==> config.mk <==
export PLATFORM = sky130hd
export DESIGN_NAME = fb_rect_writer_flat
export DESIGN_NICKNAME = d
export VERILOG_FILES = /design/src/rtl/fb_rect_writer_if.sv /design/src/rtl/fb_rect_writer.sv /design/src/flat_wrapper.sv
export SDC_FILE = /design/constraint.sdc
export NUM_CORES = 1
export LEC_CHECK = 0
export BUFFER_PORTS_ARGS = -buffer_cell sky130_fd_sc_hd__buf_2
export CORE_MARGIN = 4
export CORE_UTILIZATION = 56
export DETAILED_ROUTE_END_ITERATION = 8
export PLACE_DENSITY_LB_ADDON = 0.12
export SLEW_MARGIN = 30
export SYNTH_ARGS = -nofsm -noshare
export SYNTH_HDL_FRONTEND = slang
export SYNTH_SLANG_ARGS = --single-unit
export TNS_END_PERCENT = 5
==> constraint.sdc <==
create_clock -name clock -period 4.8 [get_ports clock]
set_clock_uncertainty 0.15 [all_clocks]
set_input_delay 0.48 -clock clock [delete_from_list [all_inputs] [get_ports clock]]
set_output_delay 0.48 -clock clock [all_outputs]
set_load 0.005 [all_outputs]
==> src/rtl/fb_rect_writer_if.sv <==
// Command and block-RAM write bundle for fb_rect_writer.
// The master issues rectangle commands; the slave (the engine) drives the write port and status.
interface fb_rect_writer_if #(
    parameter int COORD_W = 8,
    parameter int SIZE_W  = 9,
    parameter int COLOR_W = 15
);
    logic                 cmd_valid;
    logic                 cmd_ready;
    logic [COORD_W-1:0]   cmd_x;
    logic [COORD_W-1:0]   cmd_y;
    logic [SIZE_W-1:0]    cmd_w;
    logic [SIZE_W-1:0]    cmd_h;
    logic [COLOR_W-1:0]   cmd_color;
    logic [2*COORD_W-1:0] wr_address;
    logic [COLOR_W-1:0]   wr_data;
    logic                 wr_en;
    logic                 busy;
    logic                 done;

    // Handshake: a command transfers on a rising clock edge where cmd_valid and cmd_ready
    // are both high. cmd_ready is registered and depends only on engine state, never on
    // cmd_valid. Command fields are sampled only on the transfer edge.
    modport master (
        output cmd_valid, cmd_x, cmd_y, cmd_w, cmd_h, cmd_color,
        input  cmd_ready, wr_address, wr_data, wr_en, busy, done
    );

    modport slave (
        input  cmd_valid, cmd_x, cmd_y, cmd_w, cmd_h, cmd_color,
        output cmd_ready, wr_address, wr_data, wr_en, busy, done
    );
endinterface

==> src/rtl/fb_rect_writer.sv <==
// Rectangle-fill write engine for the 256x256 RGB555 scan-out framebuffer, addresses {col,row}.
// Optional FB_VBLANK_GATE_EN restricts writes to cycles where the synchronized vblank is high.
module fb_rect_writer #(
    parameter int COORD_W = 8,
    parameter int SIZE_W  = 9,
    parameter int COLOR_W = 15
) (
    input  logic            clock,
    input  logic            reset,
    input  logic            vblank,
    fb_rect_writer_if.slave bus,
    output logic [1:0]      debug_state
);
    typedef enum logic [1:0] {
        IDLE = 2'd0,
        FILL = 2'd1,
        DONE = 2'd2
    } state_t;

    localparam logic [SIZE_W-1:0] MAX_SPAN = SIZE_W'(1) << COORD_W;

    state_t state, state_n;

    logic [COORD_W-1:0]   x_q, y_q, w_m1, h_m1, cx, cy;
    logic [COORD_W-1:0]   x_n, y_n, w_m1_n, h_m1_n, cx_n, cy_n;
    logic [COLOR_W-1:0]   color_q, color_n;
    logic [2*COORD_W-1:0] addr_q, addr_n;
    logic [COLOR_W-1:0]   data_q, data_n;
    logic                 wr_en_q, wr_en_n;
    logic                 done_q, done_n;
    logic                 busy_q, busy_n;
    logic                 ready_q, ready_n;
    logic [COORD_W-1:0]   col_n, row_n;
    logic [SIZE_W-1:0]    w_span, h_span;
    logic                 accept;
    logic                 last_pixel;
    logic                 write_ok;

`ifdef FB_VBLANK_GATE_EN
    logic [1:0] vblank_sync;

    always_ff @(posedge clock) begin
        if (!reset) begin
            vblank_sync <= '0;
        end else begin
            vblank_sync <= {vblank_sync[0], vblank};
        end
    end

    assign write_ok = vblank_sync[1];
`else
    logic unused_vblank;

    assign unused_vblank = vblank;
    assign write_ok      = 1'b1;
`endif

    // Spans above 256 collapse to a full axis; stored as span-1 so 256 fits in COORD_W bits.
    assign w_span     = (bus.cmd_w > MAX_SPAN) ? MAX_SPAN : bus.cmd_w;
    assign h_span     = (bus.cmd_h > MAX_SPAN) ? MAX_SPAN : bus.cmd_h;
    assign accept     = bus.cmd_valid && ready_q;
    assign last_pixel = (cx == w_m1) && (cy == h_m1);

    // The output registers always present pixel (cx,cy); wr_en_q says it is written this cycle.
    always_comb begin
        state_n = state;
        x_n     = x_q;
        y_n     = y_q;
        w_m1_n  = w_m1;
        h_m1_n  = h_m1;
        color_n = color_q;
        cx_n    = cx;
        cy_n    = cy;
        addr_n  = addr_q;
        data_n  = data_q;
        wr_en_n = 1'b0;
        done_n  = 1'b0;
        busy_n  = 1'b1;
        ready_n = 1'b0;
        col_n   = '0;
        row_n   = '0;

        unique case (state)
            IDLE: begin
                busy_n  = 1'b0;
                ready_n = 1'b1;
                if (accept) begin
                    x_n     = bus.cmd_x;
                    y_n     = bus.cmd_y;
                    w_m1_n  = COORD_W'(w_span - SIZE_W'(1));
                    h_m1_n  = COORD_W'(h_span - SIZE_W'(1));
                    color_n = bus.cmd_color;
                    cx_n    = '0;
                    cy_n    = '0;
                    busy_n  = 1'b1;
                    ready_n = 1'b0;
                    if (bus.cmd_w == '0 || bus.cmd_h == '0) begin
                        state_n = DONE;
                        done_n  = 1'b1;
                    end else begin
                        state_n = FILL;
                        wr_en_n = write_ok;
                        addr_n  = {bus.cmd_x, bus.cmd_y};
                        data_n  = bus.cmd_color;
                    end
                end
            end
            FILL: begin
                wr_en_n = write_ok;
                if (wr_en_q) begin
                    if (last_pixel) begin
                        state_n = DONE;
                        wr_en_n = 1'b0;
                        done_n  = 1'b1;
                    end else begin
                        if (cx == w_m1) begin
                            cx_n = '0;
                            cy_n = cy + COORD_W'(1);
                        end else begin
                            cx_n = cx + COORD_W'(1);
                        end
                        // Coordinates wrap per axis by plain COORD_W-bit addition.
                        col_n  = x_q + cx_n;
                        row_n  = y_q + cy_n;
                        addr_n = {col_n, row_n};
                    end
                end
            end
            DONE: begin
                state_n = IDLE;
                busy_n  = 1'b0;
                ready_n = 1'b1;
            end
            default: begin
                state_n = IDLE;
            end
        endcase
    end

    always_ff @(posedge clock) begin
        if (!reset) begin
            state   <= IDLE;
            x_q     <= '0;
            y_q     <= '0;
            w_m1    <= '0;
            h_m1    <= '0;
            color_q <= '0;
            cx      <= '0;
            cy      <= '0;
            addr_q  <= '0;
            data_q  <= '0;
            wr_en_q <= 1'b0;
            done_q  <= 1'b0;
            busy_q  <= 1'b0;
            ready_q <= 1'b1;
        end else begin
            state   <= state_n;
            x_q     <= x_n;
            y_q     <= y_n;
            w_m1    <= w_m1_n;
            h_m1    <= h_m1_n;
            color_q <= color_n;
            cx      <= cx_n;
            cy      <= cy_n;
            addr_q  <= addr_n;
            data_q  <= data_n;
            wr_en_q <= wr_en_n;
            done_q  <= done_n;
            busy_q  <= busy_n;
            ready_q <= ready_n;
        end
    end

    assign bus.cmd_ready  = ready_q;
    assign bus.wr_address = addr_q;
    assign bus.wr_data    = data_q;
    assign bus.wr_en      = wr_en_q;
    assign bus.busy       = busy_q;
    assign bus.done       = done_q;
    assign debug_state    = state;
endmodule

==> src/flat_wrapper.sv <==
// flat-port wrapper written by rule: the top's interface ports become plain ports
module fb_rect_writer_flat 
#(
    parameter int COORD_W = 8,
    parameter int SIZE_W  = 9,
    parameter int COLOR_W = 15
)
  (clock, reset, vblank, debug_state, bus_cmd_valid, bus_cmd_x, bus_cmd_y, bus_cmd_w, bus_cmd_h, bus_cmd_color, bus_cmd_ready, bus_wr_address, bus_wr_data, bus_wr_en, bus_busy, bus_done);
  fb_rect_writer_if #(.COORD_W(COORD_W), .SIZE_W(SIZE_W), .COLOR_W(COLOR_W)) bus_i ();
  input  logic clock;
  input  logic reset;
  input  logic vblank;
  output logic [1:0] debug_state;
  input wire logic [$bits(bus_i.cmd_valid)-1:0] bus_cmd_valid;
  input wire logic [$bits(bus_i.cmd_x)-1:0] bus_cmd_x;
  input wire logic [$bits(bus_i.cmd_y)-1:0] bus_cmd_y;
  input wire logic [$bits(bus_i.cmd_w)-1:0] bus_cmd_w;
  input wire logic [$bits(bus_i.cmd_h)-1:0] bus_cmd_h;
  input wire logic [$bits(bus_i.cmd_color)-1:0] bus_cmd_color;
  output wire logic [$bits(bus_i.cmd_ready)-1:0] bus_cmd_ready;
  output wire logic [$bits(bus_i.wr_address)-1:0] bus_wr_address;
  output wire logic [$bits(bus_i.wr_data)-1:0] bus_wr_data;
  output wire logic [$bits(bus_i.wr_en)-1:0] bus_wr_en;
  output wire logic [$bits(bus_i.busy)-1:0] bus_busy;
  output wire logic [$bits(bus_i.done)-1:0] bus_done;
  assign bus_i.cmd_valid = bus_cmd_valid;
  assign bus_i.cmd_x = bus_cmd_x;
  assign bus_i.cmd_y = bus_cmd_y;
  assign bus_i.cmd_w = bus_cmd_w;
  assign bus_i.cmd_h = bus_cmd_h;
  assign bus_i.cmd_color = bus_cmd_color;
  assign bus_cmd_ready = bus_i.cmd_ready;
  assign bus_wr_address = bus_i.wr_address;
  assign bus_wr_data = bus_i.wr_data;
  assign bus_wr_en = bus_i.wr_en;
  assign bus_busy = bus_i.busy;
  assign bus_done = bus_i.done;
  fb_rect_writer #(.COORD_W(COORD_W), .SIZE_W(SIZE_W), .COLOR_W(COLOR_W)) u_core (.clock(clock), .reset(reset), .vblank(vblank), .bus(bus_i), .debug_state(debug_state));
endmodule
==> impl_metrics.csv, run 1 <==
group,metric,value,unit
synthesis,ys_ff_latch,85,
synthesis,synth_common_cells,"85 x dfxtp_1, 73 x nand2_1, 38 x xnor2_1",
cts,cts_resized,0,
worst_setup_path,critPathKind,"flip-flop to flip-flop",
pwr,leakage,0.00239,uW
sta,fin_crit_sh,76.2,%
worst_setup_path,rr_worst_depth,13,
worst_setup_path,crit_path_start_kind,"flip-flop",
final_layout,antenna_cells,0,
min_path,hold-path-cell-count,3,
detailed_routing,drc,0,
detailed_routing,wl_per_cell,14.7,um
pwr,p_total,1700,uW
outcome,status,"finished clean",
sta,setup_slack,1.14,ns
synthesis,ys.flop_type,"dfxtp_1",
sta,setup_violations,0,
detailed_routing,viasPerCell,5.67,
place,dp_hpwl,8.17,mm
min_path,holdCritPathClass,"primary input to flip-flop",
cts,clkSlewWorstSetupHoldPaths,0.09,ns
global_routing,grt_max_degree,64,
floorplan,die_h,101,um
synthesis,netlist_instances,572,
sta,max_freq,273,MHz
cts,cts_setup_buffers,0,
cts,cts.htree.levels,3,
floorplan,die_area,10200,sq um
cts,clock_path_buffers,2,
worst_setup_path,arrival,3.79,ns
cts,postCtsHoldBufs,0,
worst_setup_path,regToRegStartpoint,"u_core.cx[3]$_SDFFE_PN0P_",
synthesis,synth_top_area_share,35.1,%
final_layout,fin_area,5580,sq um
place,dpl-instance-area,5350,sq um
global_routing,grt_overflow,0,
synthesis,async_flop_share,0,%
sta,fin_crit,3.66,ns
cts,insertion_delay,0.36,ns
floorplan,rows,33,
final_layout,n_fill_cell,707,
synthesis,post_synth.cell_area_avg,8.48,sq um
sta,rsz0062_at_grt,"no",
synthesis,syn-num-nets,643,
min_path,min-delay-start,"bus_cmd_y[2]",
synthesis,synth_seq_area_share,35.1,%
synthesis,synth_edf_count,0,
worst_setup_path,startpoint,"u_core.cx[3]$_SDFFE_PN0P_",
detailed_routing,ant_nets,0,
detailed_routing,vias,4267,
global_routing,grt_pass1_vias,4025,
sta,finalHoldViolCount,0,
sta,worstMarginPinSlew,0.910,ns
place,placement.io_buffers,88,
detailed_routing,initialDrtViolationCount,240,
floorplan,initial_core_util,58.1,%
floorplan,fp.dieW,101,um
cts,root_buffer,"clkbuf_8",
detailed_routing,first_pass_iters,4,
worst_setup_path,crit_fanout,8,
worst_setup_path,crit_path_end_kind,"flip-flop",
final_layout,syn2layout_area_growth,15.1,%
global_routing,grt_util_all_layers,22.4,%
synthesis,synth_top_area_cell,"dfxtp_1",
pwr,peakVddDrop,0.000188,V
cts,clock-sinks,85,
place,pre_cts_ws,1.21,ns
global_routing,grt_pass1_wl,18.7,mm
pwr,power.density,304,nW/um^2
synthesis,ys.warnings.count,0,
synthesis,synth_cell_types,57,
synthesis,synth_most_common_cell,"dfxtp_1",
sta,final.setup.tns,0,ns
synthesis,synthTopCellsByArea,"dfxtp_1 35%, xnor2_1 6.9%, nand2_1 5.7%, nor2b_1 4.6%, ha_1 4.1%",
sta,relSlewSlack,39.3,%
global_routing,antenna_found_initial,0,
final_layout,nNetsFinal,714,
place,gp_congestion,0.825,
detailed_routing,drt_wl_total,11.1,mm
final_layout,drive_gt1_share,19.1,%
cts,cts_made_buffers,9,
synthesis,syn_area,4850,sq um
job,maxCapViolCount,0,
sta,maxSlewViolCount,0,
floorplan,ioPinCount,90,
cts,cts_tree,"built",
worst_setup_path,crit_required,4.94,ns
floorplan,coreArea,8340,sq um
## layout make-up
type	count	area (sq um)	area share, %
tap	105	131	2.35
timing repair buffer	97	508	9.10
inverter	9	33.8	0.605
sequential	85	1700	30.5
clock buffer	9	124	2.22
multi-input combinational	441	2980	53.4
clock inverter	7	103	1.84
## power by group
part / internal, uW / switching [uW]
clock: 301 / 280
combinational: 142 / 188
sequential: 755 / 31.5
## kinds of logic (layout without fill, tap and decap cells)
logic type	after synthesis	in the layout	share of synthesized area (%)
DFF	85	85	35.1
adders and majority gates	19	19	5.16
xor gates and xnor gates	47	47	8.49
buffers and inverters	46	122	3.82
and+or+nand+nor	214	214	22.2
AOI/OAI and AO/OA	140	140	20.9
muxes	21	21	4.36
## final timing paths
kind | to | slack [ns]
worst max-delay path | u_core.bus.wr_address[7]$_SDFFE_PN0P_ | 1.14
worst max register to register | u_core.bus.wr_address[7]$_SDFFE_PN0P_ | 1.14
worst min-delay path | u_core.y_q[2]$_SDFFE_PN0P_ | 0.22
worst min register to register | u_core.x_q[6]$_SDFFE_PN0P_ | 0.33
## cell usage in the layout (no fill, tap or decap), types with 14 or more instances in the layout
cell      netlist  routed
a21boi_0       22      22
mux2i_1        20      20
dfxtp_1        85      85
nor2b_1        36      36
a21oi_1        30      30
ha_1           16      16
nor2_1         26      26
xnor2_1        38      38
buf_2           1      88
nand3_1        14      14
nand2_1        73      73
o21ai_0        22      22
## per-stage QoR
step / util (%) / cells / hold WS, ns
2_1_floorplan: - / 572 / 0.298
3_3_place_gp: 64.1 / 737 / 0.310
3_5_place_dp: 64.1 / 737 / 0.318
4_1_cts: 66.8 / 753 / 0.214
5_1_grt: 66.9 / 753 / 0.226
6_report: 66.9 / 753 / 0.221
## metal layers
layer / part of all wire (%) / GRT usage, % / vias to the layer above
met5: 0 / 0 / -
met4: 0.92 / 5.93 / 0
met3: 5.3 / 3.88 / 10
met2: 46 / 37.1 / 104
met1: 48 / 30.2 / 1982
li1: - / - / 2171
## worst max-delay path, cell delays in order, from the launching register on
cell	delay, ns
dfxtp_1	0.49
xnor2_1	0.17
nand4_1	0.25
nor2_1	0.21
buf_4	0.19
mux2_2	0.39
ha_1	0.28
a21o_1	0.15
a21oi_1	0.22
o21bai_1	0.12
a2111oi_0	0.54
or4_1	0.20
nand3_1	0.07
a31oi_1	0.15
## flip-flops by register name (all words and copies together) (netlist names)
| signal | flops |
|---|---|
| u_core.cy | 8 |
| u_core.bus.wr_data | 15 |
| u_core.bus.cmd_ready | 1 |
| u_core.cx | 8 |
| u_core.w_m1 | 8 |
| u_core.bus.wr_address | 16 |
| u_core.h_m1 | 8 |
| u_core.bus.done | 1 |
| u_core.bus.busy | 1 |
| u_core.bus.wr_en | 1 |
| u_core.debug_state | 2 |
| u_core.x_q | 8 |
| u_core.y_q | 8 |
Power figures use the tool's default switching activity.
==> run 2, diff against run 1 <==
--- a/config.mk
+++ b/config.mk
@@ -7,7 +7,7 @@
 export LEC_CHECK = 0
 export BUFFER_PORTS_ARGS = -buffer_cell sky130_fd_sc_hd__buf_2
 export CORE_MARGIN = 4
-export CORE_UTILIZATION = 56
+export CORE_UTILIZATION = 51
 export DETAILED_ROUTE_END_ITERATION = 8
 export PLACE_DENSITY_LB_ADDON = 0.12
 export SLEW_MARGIN = 30
==> constraint.sdc (replaced) <==
create_clock -name clock -period 3.1 [get_ports clock]
set_clock_uncertainty 0.15 [all_clocks]
set_input_delay 0.31 -clock clock [delete_from_list [all_inputs] [get_ports clock]]
set_output_delay 0.31 -clock clock [all_outputs]
set_load 0.005 [all_outputs]
==> run 2 against run 1 <==
Power increased by 57%. Final cell count increased by 8.4%. Critical path depth decreased by 1. Core utilization decreased by 0.49 points. Routed wire length increased by 10%. Global-route usage decreased by 1.1 points. Setup slack got worse by 1.1 ns. Critical endpoint unchanged. Largest power group unchanged. Highest routed layer unchanged.
==> impl_metrics.csv, run 2 (synthesis gave the netlist of run 1 again) <==
group,metric,value,unit
sta,maxSlewViolCount,0,
detailed_routing,wl_per_cell,14.9,um
final_layout,drive_gt1_share,29.4,%
cts,insertion_delay,0.35,ns
global_routing,grt_pass1_vias,4219,
worst_setup_path,crit_path_end_kind,"flip-flop",
worst_setup_path,cpPeakStageDelay,0.50,ns
cts,cts_tree,"built",
cts,postCtsHoldBufs,0,
final_layout,post-route-util,66.4,%
detailed_routing,drt_wl_total,12.2,mm
global_routing,antenna_found_initial,0,
floorplan,coreArea,9240,sq um
final_layout,fin_area,6140,sq um
detailed_routing,ant_nets,0,
worst_setup_path,arrival,3.15,ns
global_routing,grt_pass1_wl,19.9,mm
cts,cts_made_buffers,9,
sta,fin_crit_sh,98.7,%
cts,clkSlewWorstSetupHoldPaths,0.10,ns
sta,finalHoldViolCount,0,
final_layout,nNetsFinal,753,
cts,root_buffer,"clkbuf_8",
final_layout,syn2layout_area_growth,26.5,%
sta,relSlewSlack,38.5,%
pwr,peakVddDrop,0.000296,V
worst_setup_path,crit_fanout,3,
pwr,power.density,434,nW/um^2
floorplan,die_area,11100,sq um
detailed_routing,first_pass_iters,4,
floorplan,die_h,106,um
sta,fin_crit,3.06,ns
floorplan,rows,35,
floorplan,fp.dieW,106,um
sta,final.setup.tns,0,ns
global_routing,grt_overflow,0,
place,placement.io_buffers,88,
place,dpl-instance-area,5630,sq um
place,dp_hpwl,8.88,mm
cts,clock-sinks,85,
floorplan,ioPinCount,90,
sta,setup_violations,0,
detailed_routing,vias,4474,
worst_setup_path,critPathKind,"flip-flop to flip-flop",
global_routing,grt_max_degree,37,
final_layout,largest_register_ff_count,16,
sta,worstMarginPinSlew,0.922,ns
worst_setup_path,crit_required,3.19,ns
worst_setup_path,slowest_stage,"or4_1",
final_layout,n_fill_cell,784,
detailed_routing,initialDrtViolationCount,215,
detailed_routing,drc,0,
worst_setup_path,crit_path_start_kind,"flip-flop",
worst_setup_path,worstPathCellList,"xnor2_2, nand4_1, nor2_4, mux2_4, ha_4, a21o_1, a21oi_4, o21bai_4, a2111oi_4, or4_1, nand3_1, a31oi_1",
floorplan,initial_core_util,52.5,%
cts,cts.htree.levels,3,
final_layout,antenna_cells,0,
global_routing,grt_util_all_layers,21.3,%
cts,clock_path_buffers,2,
final_layout,layout_commonest_cell,"buf_2",
outcome,status,"finished clean",
detailed_routing,viasPerCell,5.48,
job,maxCapViolCount,0,
place,gp_congestion,0.902,
sta,rsz0062_at_grt,"yes",
sta,max_freq,327,MHz
pwr,leakage,0.00262,uW
final_layout,final_cell_mix,"88 x buf_2, 78 x dfxtp_1, 73 x nand2_1",
min_path,holdCritPathClass,"primary input to flip-flop",
## run 2: cell count changes in the layout (fill, tap and decap cells not counted), moves of 4 or more
cell,change
buf_4,+36
dfxtp_1,-7
dfxtp_2,+7
xnor2_1,-7
xnor2_2,+7
a21oi_1,-4
ha_1,-4
ha_4,+4
## run 2: power breakdown
part           internal [uW]  switching [uW]  leakage (uW)
sequential              1170            52.2      0.000699
clock                    383             433      0.000105
combinational            294             330       0.00182
## run 2: critical path: cells and delay by family, from the launching register on
kind / cells / cell delay, ns
mux: 1 / 0.36
flops: 1 / 0.35
compound gates: 5 / 0.60
xor+xnor: 1 / 0.16
fa+ha+maj: 1 / 0.28
simple gates: 4 / 1.04
## run 2: metrics by stage
| step | cells | setup WS [ns] | hold slack [ns] | power, uW |
|---|---|---|---|---|
| detailed placement | 791 | -0.0337 | 0.317 | 1810 |
| floorplan | 572 | -0.0391 | 0.298 | 1590 |
| finish | 816 | 0.0405 | 0.0565 | 2660 |
| global placement | 791 | 0.0572 | 0.310 | 1790 |
| global route | 816 | -0.0975 | 0.0457 | 2810 |
| CTS | 809 | 0.00417 | 0.0409 | 2620 |
## run 2: area by class of cell
class	count	area [sq um]	share of cell area [%]
multi-input combinational	441	3210	52.3
tap	129	161	2.63
sequential	85	1710	27.9
clock inverter	7	78.8	1.28
clock buffer	9	124	2.02
timing repair buffer	136	821	13.4
inverter	9	33.8	0.550
## run 2: timing repair
action | in CTS | in global routing
setup endpoints to repair | 2 | 9
resized for setup | 9 | 38
buffers inserted | 2 | 8
pin swaps | 10 | 33
endpoints found under the hold margin | 0 | 0
## run 2: routing by layer
metal | global-route usage [%] | part of all wire (%) | vias to the layer above
met5 | 0 | 0 | -
met4 | 5.27 | 0.95 | 0
met3 | 3.86 | 5.5 | 11
met2 | 35.0 | 47 | 120
met1 | 29.0 | 46 | 2096
li1 | - | - | 2247
## run 2: worst paths after layout
| path | from | to | slack (ns) | depth (start not counted) |
|---|---|---|---|---|
| worst min-delay path | bus_cmd_y[4] | u_core.y_q[4]$_SDFFE_PN0P_ | 0.06 | 3 |
| worst max-delay path | u_core.cx[2]$_SDFFE_PN0P_ | u_core.bus.wr_address[7]$_SDFFE_PN0P_ | 0.04 | 12 |
| worst max register to register | u_core.cx[2]$_SDFFE_PN0P_ | u_core.bus.wr_address[7]$_SDFFE_PN0P_ | 0.04 | 12 |
| worst min register to register | u_core.w_m1[6]$_SDFFE_PN0P_ | u_core.w_m1[6]$_SDFFE_PN0P_ | 0.33 | 2 |
